`src/rtl/booth_seq_ctrl_if.sv`:
```
// Handshake/data bundle for booth_seq_ctrl.
//   start : request a multiply (requester -> multiplier)
//   a, m  : signed multiplier / multiplicand, N bits two's complement
//   busy  : operation in progress (multiplier -> requester)
//   done  : one-cycle pulse when p is updated
//   p     : 2N-bit signed product, held until the next done
// All vectors are plain logic; the multiplier treats them as two's complement.
interface booth_seq_ctrl_if #(
  parameter int unsigned N = 4
) ();
  logic           start;
  logic [N-1:0]   a;
  logic [N-1:0]   m;
  logic           busy;
  logic           done;
  logic [2*N-1:0] p;

  modport master (
    output start, a, m,
    input  busy, done, p
  );

  modport slave (
    input  start, a, m,
    output busy, done, p
  );
endinterface

```
`src/rtl/booth_seq_ctrl.sv`:
```
// Sequential radix-2 Booth multiplier. One recode/add/shift step per clock reuses a single
// N+1-bit adder for all N iterations.
// Ports:
//   clk : rising-edge clock
//   rst : synchronous, active-high reset (aborts any operation, clears p)
//   bus : booth_seq_ctrl_if slave modport (start/a/m in, busy/done/p out)
// Timing: start accepted at edge t in IDLE; RUN for N cycles, DONE for one cycle; p and done
// are registered on the edge leaving DONE, so done is visible in the cycle after edge t+N+1,
// which is also an IDLE cycle able to accept the next start.
module booth_seq_ctrl #(
  parameter int unsigned N = 4
) (
  input  logic            clk,
  input  logic            rst,
  booth_seq_ctrl_if.slave bus
);

  localparam int unsigned CntW = $clog2(N + 1);

  typedef enum logic [1:0] {StIdle, StRun, StDone} state_e;

  state_e          state_q, state_d;
  logic [N:0]      acc_q, acc_d;   // extra bit keeps -mreg exact for mreg = -2^(N-1)
  logic [N-1:0]    q_q, q_d;
  logic            q0_q, q0_d;
  logic [N-1:0]    mreg_q, mreg_d;
  logic [CntW-1:0] cnt_q, cnt_d;
  logic [2*N-1:0]  p_q, p_d;
  logic            done_q, done_d;

  logic [N:0]      addend;
  logic [N:0]      sum;

  always_comb begin
    state_d = state_q;
    acc_d   = acc_q;
    q_d     = q_q;
    q0_d    = q0_q;
    mreg_d  = mreg_q;
    cnt_d   = cnt_q;
    p_d     = p_q;
    done_d  = 1'b0;
    addend  = {mreg_q[N-1], mreg_q};
    sum     = acc_q;

    unique case (state_q)
      StIdle: begin
        if (bus.start) begin
          q_d     = bus.a;
          mreg_d  = bus.m;
          acc_d   = '0;
          q0_d    = 1'b0;
          cnt_d   = '0;
          state_d = StRun;
        end
      end
      StRun: begin
        case ({q_q[0], q0_q})
          2'b10:   sum = acc_q - addend;
          2'b01:   sum = acc_q + addend;
          default: sum = acc_q;
        endcase
        // Arithmetic shift right of {acc, q, q0}; acc MSB is replicated.
        acc_d = {sum[N], sum[N:1]};
        q_d   = {sum[0], q_q[N-1:1]};
        q0_d  = q_q[0];
        cnt_d = cnt_q + CntW'(1);
        if (cnt_q == CntW'(N - 1)) begin
          state_d = StDone;
        end
      end
      StDone: begin
        // acc[N] is only a sign copy of acc[N-1] by now.
        p_d     = {acc_q[N-1:0], q_q};
        done_d  = 1'b1;
        state_d = StIdle;
      end
      default: state_d = StIdle;
    endcase
  end

  always_ff @(posedge clk) begin
    if (rst) begin
      state_q <= StIdle;
      acc_q   <= '0;
      q_q     <= '0;
      q0_q    <= 1'b0;
      mreg_q  <= '0;
      cnt_q   <= '0;
      p_q     <= '0;
      done_q  <= 1'b0;
    end else begin
      state_q <= state_d;
      acc_q   <= acc_d;
      q_q     <= q_d;
      q0_q    <= q0_d;
      mreg_q  <= mreg_d;
      cnt_q   <= cnt_d;
      p_q     <= p_d;
      done_q  <= done_d;
    end
  end

  assign bus.busy = (state_q != StIdle);
  assign bus.done = done_q;
  assign bus.p    = p_q;

endmodule

```
`src/flat_wrapper.sv`:
```
// flat-port wrapper written by rule: the top's interface ports become plain ports
module booth_seq_ctrl_flat 
#(
  parameter int unsigned N = 4
)
  (clk, rst, bus_start, bus_a, bus_m, bus_busy, bus_done, bus_p);
  booth_seq_ctrl_if #(.N(N)) bus_i ();
  input  logic clk;
  input  logic rst;
  input wire logic [$bits(bus_i.start)-1:0] bus_start;
  input wire logic [$bits(bus_i.a)-1:0] bus_a;
  input wire logic [$bits(bus_i.m)-1:0] bus_m;
  output wire logic [$bits(bus_i.busy)-1:0] bus_busy;
  output wire logic [$bits(bus_i.done)-1:0] bus_done;
  output wire logic [$bits(bus_i.p)-1:0] bus_p;
  assign bus_i.start = bus_start;
  assign bus_i.a = bus_a;
  assign bus_i.m = bus_m;
  assign bus_busy = bus_i.busy;
  assign bus_done = bus_i.done;
  assign bus_p = bus_i.p;
  booth_seq_ctrl #(.N(N)) u_core (.clk(clk), .rst(rst), .bus(bus_i));
endmodule
```
`config.mk`:
```
export PLATFORM = sky130hd
export DESIGN_NAME = booth_seq_ctrl_flat
export DESIGN_NICKNAME = d
export VERILOG_FILES = /design/src/rtl/booth_seq_ctrl_if.sv /design/src/rtl/booth_seq_ctrl.sv /design/src/flat_wrapper.sv
export SDC_FILE = /design/constraint.sdc
export NUM_CORES = 1
export LEC_CHECK = 0
export CAP_MARGIN = 5
export CORE_MARGIN = 10
export CORE_UTILIZATION = 47
export CTS_CLUSTER_DIAMETER = 200
export DETAILED_ROUTE_END_ITERATION = 16
export PLACE_DENSITY_LB_ADDON = 0.3
export SKIP_CTS_REPAIR_TIMING = 1
export SLEW_MARGIN = 20
export SYNTH_ARGS = -nofsm -noshare
export SYNTH_HDL_FRONTEND = slang
export SYNTH_SLANG_ARGS = --single-unit
export TNS_END_PERCENT = 5
```
`constraint.sdc`:
```
create_clock -name clk -period 2.2 [get_ports clk]
set_input_delay 0.66 -clock clk [delete_from_list [all_inputs] [get_ports clk]]
set_output_delay 0.66 -clock clk [all_outputs]
set_load 0.03 [all_outputs]
```
==> flow_metrics.env, run 1 <==
export IMPL_area_growth_pct=22.51
export IMPL_yosysSeqAreaShare_pct=41.03
export IMPL_final_hold_viol_count=0
export IMPL_cts_sinks=27
export IMPL_syn_avg_cell_area_sq_um=7.705
export IMPL_r2r_setup_slack_ps=-50
export IMPL_htree_num_levels=1
export IMPL_grt_use_met1_pct=11.99
export IMPL_finalPower_uw=925.2
export IMPL_maxCapViolCount=0
export IMPL_path_clk_slew_ps=150
export IMPL_grtUsageMet2_pct=17.63
export IMPL_grt_pass1_wl_microns=4719
export IMPL_gr_total_overflow=0
export IMPL_synth_top_flop_cell="dfxtp_1"
export IMPL_synth_distinct_cells=29
export IMPL_n_antenna_cell=0
export IMPL_antenna_found_initial=0
export IMPL_fill_cells=260
export IMPL_r2r_start="u_core.mreg_q[0]"
export IMPL_critPathSlowestCell="fa_1"
export IMPL_finClkSkew_ps=9.295
export IMPL_clk_latency_ps=330
export IMPL_critPathLaunchType="flop"
export IMPL_ys_warn_count=0
export IMPL_synth_common_cells="nand2_1, dfxtp_1, a21oi_1, nor2_1"
export IMPL_drive_gt1_share_pct=9.326
export IMPL_min_delay_path_class="flop to flop"
export IMPL_final_nets=214
export IMPL_endpoint_kind="flop"
export IMPL_crit_path_max_fanout=2
export IMPL_synth_edf_count=0
export IMPL_core_area_sq_um=2710
export IMPL_grt_busiest_layer="met2"
export IMPL_grtUsageTotal_pct=10.60
export IMPL_drc=0
export IMPL_fin_crit_ps=2252
export IMPL_stdcell_area_sq_um=1614
export IMPL_min_delay_path_depth=2
export IMPL_cts_path_max_buffers=2
export IMPL_pre_cts_ws_ps=-21.99
export IMPL_reg2reg_to="u_core.acc_q[3]"
export IMPL_dieArea_sq_um=5321
export IMPL_p_leak_nw=0.6242
export IMPL_r2r_cells=10
export IMPL_maxSlewHeadroom_pct=67.29
export IMPL_violations="setup timing"
export IMPL_syn_area_sq_um=1318
export IMPL_num_io_pins=21
export IMPL_port_buffers=20
export IMPL_max_clock_freq_ghz=0.4440
export IMPL_worst_setup_path_type="flop to flop"
export IMPL_critical_path_arrival_ps=2520
export IMPL_core_rowCount=19
export IMPL_gp_congestion=0.8151
export IMPL_yosys_top_cells_area="dfxtp_1, nand2_1, ha_1"
export IMPL_grt_pass1_vias=1134
export IMPL_initial_core_util_pct=48.61
export IMPL_crit_chain="inv_1 -> ha_1 -> mux2_2 -> inv_1 -> fa_1 -> nand2b_1 -> a21oi_2 -> xnor2_1 -> or4_1 -> a31oi_1"
export IMPL_setup_viol=1
export IMPL_cts_root_buf="clkbuf_4"
export IMPL_drtIter0Drc=64
export IMPL_ys_ff_latch=27
export IMPL_synth_top_area_share_pct=41.03
export IMPL_grt_use_met3_pct=3.673
export IMPL_ir_drop_v=0.0004205
export IMPL_viasPerCell=5.134
export IMPL_hpwl_microns=2108
export IMPL_antenna_left=0
export IMPL_routed_wl_microns=2677
export IMPL_async_flop_share_pct=0
export IMPL_dieWidth_microns=72.95
export IMPL_synth_top_area_cell="dfxtp_1"
export IMPL_die_h_microns=72.95
export IMPL_rsz0062_at_grt="yes"
export IMPL_period_share_pct=102.4
export IMPL_fin_ws_ps=-52.09
export IMPL_numCtsBuffers=3
export IMPL_min_to="u_core.bus.p[5]"
export IMPL_cellPowerDensity_nw_per_um2=573.2
export IMPL_status="finished with violations"
export IMPL_drt_pass1_iter_count=4
export IMPL_place_area_sq_um=1579
export IMPL_required_ps=2470
export IMPL_cts_tree="done"
export IMPL_synth_nets=191
export IMPL_cpPeakStageDelay_ps=400
export IMPL_detail_route_wl_per_cell_microns=11.95
export IMPL_hold_start="u_core.bus.p[5]"
export IMPL_dr_total_vias=1150
export IMPL_crit_path_frequent_cell="inv_1"
export IMPL_yosys_cell_count_top_type="nand2_1"
export IMPL_grt_start_max_net_pins=28
export IMPL_worst_slew_pin_slew_ps=489.6
export IMPL_syn_inst=171
export IMPL_slew_viol_final=0
-- worst max-delay path, delay by kind of cell, from the launching register on --
kind	cells	cell delay (ps)
fa+ha+maj	2	670
flops	1	350
mux	1	160
buf+inv	2	90
compound gates	2	260
xor+xnor	1	100
simple gates	2	560
-- metal layers --
metal | wire [microns] | part of all wire (%)
met1 | 1162 | 43
met2 | 1341 | 50
met4 | 25 | 0.93
met5 | 0 | 0
met3 | 147 | 5.5
-- cells by family after synthesis --
kind of cell / after synthesis / synth area share [%]
adders and majority gates: 9 / 9.117
buffers and inverters: 18 / 5.318
muxes: 1 / 0.8546
xor gates and xnor gates: 5 / 3.324
and+or+nand+nor: 79 / 25.93
DFF: 27 / 41.03
AOI/OAI and AO/OA: 32 / 14.43
-- stage by stage --
step / std cells / hold WS [ps] / TNS [ps] / util, %
finish: 224 / 463.8 / -52.09 / 59.56
global route: 224 / 491.7 / -196.6 / 59.56
CTS: 224 / 467.6 / -159.4 / 59.37
detailed placement: 220 / 448.5 / -21.99 / 58.26
global placement: 220 / 441.7 / 0 / 58.26
floorplan: 171 / 445.6 / 0 / -
-- layout make-up --
cell class,instances,area (sq um),share of cell area [%]
clock buffers,3,22.52,1.395
clock inverters,1,7.507,0.4651
inverters,8,30.03,1.860
multi-input cells,126,709.4,43.95
flip-flops and latches,27,543.0,33.64
well taps,31,38.79,2.403
repair buffers,28,262.8,16.28
-- state kept, by name (all words and copies together), names as in the netlist --
signal / flops
u_core.bus.p: 8
u_core.acc_q: 4
u_core.mreg_q: 4
u_core.q_q: 4
u_core.cnt_q: 3
u_core.state_q: 2
u_core.bus.done: 1
u_core.q0_q: 1
-- power breakdown --
part	total, mW	internal (mW)	switching (mW)	leakage, nW
registers	0.526	0.509	0.0171	0.220
logic	0.177	0.0821	0.0947	0.390
clock network	0.222	0.0697	0.152	0.0139
-- cell usage in the layout (no fill, tap or decap), types with 3 or more instances in the layout --
cell              n
inv_1             8
ha_1              7
buf_4             8
nand2b_1          4
nor2b_1           4
nor2_1           16
clkdlybuf4s50_1  19
a311oi_1          4
a21oi_1          19
nor3_1            3
dfxtp_1          25
nand3_1           7
clkbuf_4          3
xor2_1            3
nand2_1          41
-- worst max path at each step --
stage / startpoint / endpoint / slack, ps / cells past startpoint
3_3_place_gp: u_core.mreg_q[0] / u_core.acc_q[3] / 40 / 10
2_1_floorplan: u_core.q_q[0] / u_core.acc_q[3] / 10 / 10
6_report: u_core.mreg_q[0] / u_core.acc_q[3] / -50 / 10
3_5_place_dp: u_core.mreg_q[0] / u_core.acc_q[3] / -20 / 10
5_1_grt: u_core.mreg_q[0] / u_core.acc_q[3] / -200 / 10
4_1_cts: u_core.state_q[0] / bus_busy / -90 / 3
Note: power is estimated with default switching activity, not from simulation.
==> run 2, diff against run 1 <==
Settings changed: CORE_UTILIZATION 47 to 56, GPL_ROUTABILITY_DRIVEN set to 0.
Clock period 2.2 ns to 2.7 ns, I/O delays scaled along.
==> run 2 against run 1 <==
Critical path depth unchanged; fmax decreased by 6.6%; register-to-register slack improved by 340 ps; clock skew fell by 6.1 ps; count of clock-buffer cells in the layout unchanged; cell count fell by 4.5%; first-iteration DRC count is 7.8% lower; largest cell class unchanged; the flow now finishes without violations; critical path type unchanged; via count down 1.7%; clock power is 23% lower; wire length is 2.1% higher; sequential cell count did not move.
==> flow_metrics.env, run 2 (synthesis results as in run 1) <==
export IMPL_final_nets=207
export IMPL_worst_slew_pin_slew_ps=668.9
export IMPL_antenna_left=0
export IMPL_grt_pass1_vias=1090
export IMPL_r2r_setup_slack_ps=290
export IMPL_drive_gt1_share_pct=4.301
export IMPL_drc=0
export IMPL_status="complete, no violations"
export IMPL_htree_num_levels=1
export IMPL_gr_total_overflow=0
export IMPL_viasPerCell=5.280
export IMPL_routed_wl_microns=2732
export IMPL_min_to="u_core.bus.p[3]"
export IMPL_maxCapViolCount=0
export IMPL_rsz0062_at_grt="no"
export IMPL_cts_root_buf="clkbuf_4"
export IMPL_maxSlewHeadroom_pct=55.41
export IMPL_final_cell_mix="nand2_1, dfxtp_1, clkdlybuf4s50_1, a21oi_1, nor2_1"
export IMPL_fin_setup_tns_ps=0
export IMPL_initial_core_util_pct=58.99
export IMPL_dieWidth_microns=68.51
export IMPL_layout_commonest_cell="nand2_1"
export IMPL_slew_viol_final=0
export IMPL_drt_pass1_iter_count=4
export IMPL_p_leak_nw=0.5802
export IMPL_finClkSkew_ps=3.199
export IMPL_dieArea_sq_um=4693
export IMPL_r2r_start="u_core.q_q[0]"
export IMPL_reg2reg_to="u_core.acc_q[3]"
export IMPL_die_h_microns=68.51
export IMPL_min_delay_path_class="flop to flop"
export IMPL_antenna_found_initial=0
export IMPL_area_growth_pct=17.47
export IMPL_place_area_sq_um=1520
export IMPL_grt_start_max_net_pins=28
export IMPL_required_ps=2950
export IMPL_clk_latency_ps=310
export IMPL_critPathLaunchType="flop"
export IMPL_crit_path_max_fanout=5
export IMPL_grt_pass1_wl_microns=4560
export IMPL_dr_total_vias=1130
export IMPL_cellPowerDensity_nw_per_um2=475.9
export IMPL_port_buffers=20
export IMPL_fill_cells=183
export IMPL_core_rowCount=17
export IMPL_numCtsBuffers=3
export IMPL_grtUsageTotal_pct=12.32
export IMPL_r2r_cells=10
export IMPL_ir_drop_v=0.0003446
export IMPL_period_share_pct=89.32
export IMPL_min_delay_path_depth=2
export IMPL_drtIter0Drc=59
export IMPL_cts_sinks=27
export IMPL_setup_viol=0
export IMPL_detail_route_wl_per_cell_microns=12.77
export IMPL_worst_setup_path_type="flop to flop"
export IMPL_hold_ws_ps=462.8
export IMPL_critical_path_arrival_ps=2670
export IMPL_cts_tree="done"
export IMPL_n_antenna_cell=0
export IMPL_path_clk_slew_ps=140
export IMPL_max_clock_freq_ghz=0.4147
export IMPL_stdcell_area_sq_um=1548
export IMPL_hold_start="u_core.bus.p[3]"
export IMPL_cts_path_max_buffers=2
export IMPL_largest_reg_flops=8
export IMPL_final_hold_viol_count=0
export IMPL_fin_crit_ps=2412
export IMPL_hpwl_microns=2068
export IMPL_num_io_pins=21
export IMPL_endpoint_kind="flop"
export IMPL_core_area_sq_um=2233
## run 2: layout make-up
class | instances | area, sq um | area share, %
Multi-Input combinational cell | 126 | 706.9 | 45.68
Sequential cell | 27 | 540.5 | 34.92
Inverter | 8 | 30.03 | 1.940
Tap cell | 28 | 35.03 | 2.264
Clock inverter | 1 | 5.005 | 0.3234
Clock buffer | 3 | 22.52 | 1.455
Timing Repair Buffer | 21 | 207.7 | 13.42
## run 2: power breakdown
part	internal [mW]	switching, mW	total [mW]
registers	0.414	0.0162	0.431
clock network	0.0554	0.115	0.171
logic	0.0593	0.0758	0.135
## run 2: metal layers
layer	wire [microns]	vias up	track usage, %
li1	-	594	-
met1	1176	509	13.95
met3	161	4	2.415
met4	31	0	5.276
met2	1362	23	21.89
met5	0	-	0
## run 2: critical path: stages (launching register included)
cell and delay [ps]:
dfxtp_1 410, inv_1 60, ha_1 230, mux2_2 260
inv_1 50, fa_1 420, nand2b_1 170, a21oi_2 130
xnor2_1 100, or4_1 400, a31oi_1 140
## run 2: metrics by stage
step                      instances  util (%)  worst slack, ps  power (mW)
after floorplan                 171         -            473.3      0.5339
after global placement          210     68.07            423.3      0.5665
after detailed placement        210     68.07            323.8      0.5734
after CTS                       214     69.30            282.3      0.7377
after global routing            214     69.30            130.6      0.7771
final                           214     69.30            288.4      0.7365
## run 2: worst max-delay path by stage
stage / from / endpoint / slack, ps / cells past startpoint
floorplan: u_core.q_q[0] / u_core.acc_q[3] / 470 / 10
global placement: u_core.q_q[0] / u_core.acc_q[3] / 420 / 10
detailed placement: u_core.q_q[0] / u_core.acc_q[3] / 320 / 10
CTS: u_core.q_q[0] / u_core.acc_q[3] / 280 / 10
global route: u_core.q_q[0] / u_core.acc_q[3] / 130 / 10
finish: u_core.q_q[0] / u_core.acc_q[3] / 290 / 10
==> variant, RTL diff (flow settings as in run 1) <==
`N` is set to 4 in 3 places; all go to 16.
--- a/src/rtl/booth_seq_ctrl_if.sv
+++ b/src/rtl/booth_seq_ctrl_if.sv
@@ -7,5 +7,5 @@
 // All vectors are plain logic; the multiplier treats them as two's complement.
 interface booth_seq_ctrl_if #(
-  parameter int unsigned N = 4
+  parameter int unsigned N = 16
 ) ();
   logic           start;
--- a/src/rtl/booth_seq_ctrl.sv
+++ b/src/rtl/booth_seq_ctrl.sv
@@ -9,5 +9,5 @@
 // which is also an IDLE cycle able to accept the next start.
 module booth_seq_ctrl #(
-  parameter int unsigned N = 4
+  parameter int unsigned N = 16
 ) (
   input  logic            clk,
--- a/src/flat_wrapper.sv
+++ b/src/flat_wrapper.sv
@@ -2,5 +2,5 @@
 module booth_seq_ctrl_flat 
 #(
-  parameter int unsigned N = 4
+  parameter int unsigned N = 16
 )
   (clk, rst, bus_start, bus_a, bus_m, bus_busy, bus_done, bus_p);
Interface: changed (resized bus_a, bus_m and bus_p); port bits go from 21 to 69. The function was not compared with the original's and may differ.
==> variant against run 1 <==
- the run still ends with negative setup slack left
- power grew to 4.6 times the old value
- count of clock-buffer cells in the layout increased by 7
- area after synthesis rose to 3.5 times the old value
- final area grew to 3.9 times the old value
- core utilization is 7.9 points higher
- combinational power grew to 7.7 times the old value
- routed wire length grew to 4.9 times the old value
- worst setup slack worse by 0.63 ns
- sequential cell count grew 62
==> variant: results (changes against run 1) <==
Outcome: complete, but fails checks
Violated checks: negative setup slack
Number of flip-flops in the largest register: 32 (+24)
Top cells by area in the synthesized netlist: sky130_fd_sc_hd__dfxtp_1 39%, sky130_fd_sc_hd__nand2_1 10%, sky130_fd_sc_hd__a21oi_1 9.0%
Cell family with most CP delay: simple AND/OR/NAND/NOR gates
Routed vias/inst: 5.336 (+3.9%)
Cell with the biggest individual delay on the critical path: sky130_fd_sc_hd__or4_4
Final setup slack of the worst path: -0.6868 ns (-0.6347 ns)
TritonCTS sink count: 89 (+230%)
Signal buffers: 163 (+480%)
Maximum single-stage delay on the critical path: 0.55 ns (+0.15 ns)
Worst setup path start: u_core.mreg_q[6]$_SDFFE_PP0P_
Detailed placer's ending HPWL: 9854 um (+370%)
Clock slew at the register clock pins of the worst setup and hold paths: 0.09 ns (-0.06 ns)
Wirelength per Cell: 15.15 um (+27%)
Setup crit end: u_core.acc_q[14]$_SDFFE_PP0P_
RePlAce Congestion: 0.8890 (+9.1%)
Multi-input gates: 455 (+260%)
Violation count after the first detailed-routing iteration: 371 (+480%)
Tapcells: 129 (+320%)
WL final: 13090 um (+390%)
Reg2reg path depth: 12 (+2)
Net count of the finished layout: 786 (+270%)
Non-Clock Buffer Area Fraction: 22.32% (+6.0 points)
Pin count of the biggest net entering global routing: 71 (+150%)
Worst flop-to-flop path endpoint: u_core.acc_q[14]$_SDFFE_PP0P_
Count of final setup violators: 14 (+13)
Arrival time of data at the critical path endpoint: 3.17 ns (+0.65 ns)
Clock buffers created by TritonCTS: 9 (+6)
H-tree lvl count: 3 (+2)
Footprint of the multi-input gates: 2694 um^2 (+280%)
[variant: per-stage QoR]
step / hold slack [ns] / TNS, ns
floorplan: 0.4449 / -5.695
global placement: 0.4411 / -5.717
detailed placement: 0.4488 / -6.451
CTS: 0.4626 / -7.094
global route: 0.4757 / -7.475
finish: 0.4585 / -5.268
[variant: cells by family after synthesis]
logic type               share of synthesized area, %
XOR/XNOR                                        4.033
multiplexers                                   0.9054
buffers and inverters                           4.390
flip-flops                                      39.07
AO/OA/AOI/OAI                                   21.10
adder cells (fa/ha/maj)                         5.926
AND/OR/NAND/NOR                                 24.58
[variant: per-layer routing]
metal,global-route usage (%),part of all wire (%),vias to the layer above
met1,22.95,46,2148
met5,0,0,-
met2,30.04,47,105
met3,3.950,4.7,18
li1,-,-,2339
met4,6.947,1.8,0
[variant: power by group]
part | internal (mW) | switching (mW)
registers | 1.68 | 0.0632
clock network | 0.540 | 0.631
logic | 0.684 | 0.684
total | 2.90 | 1.38
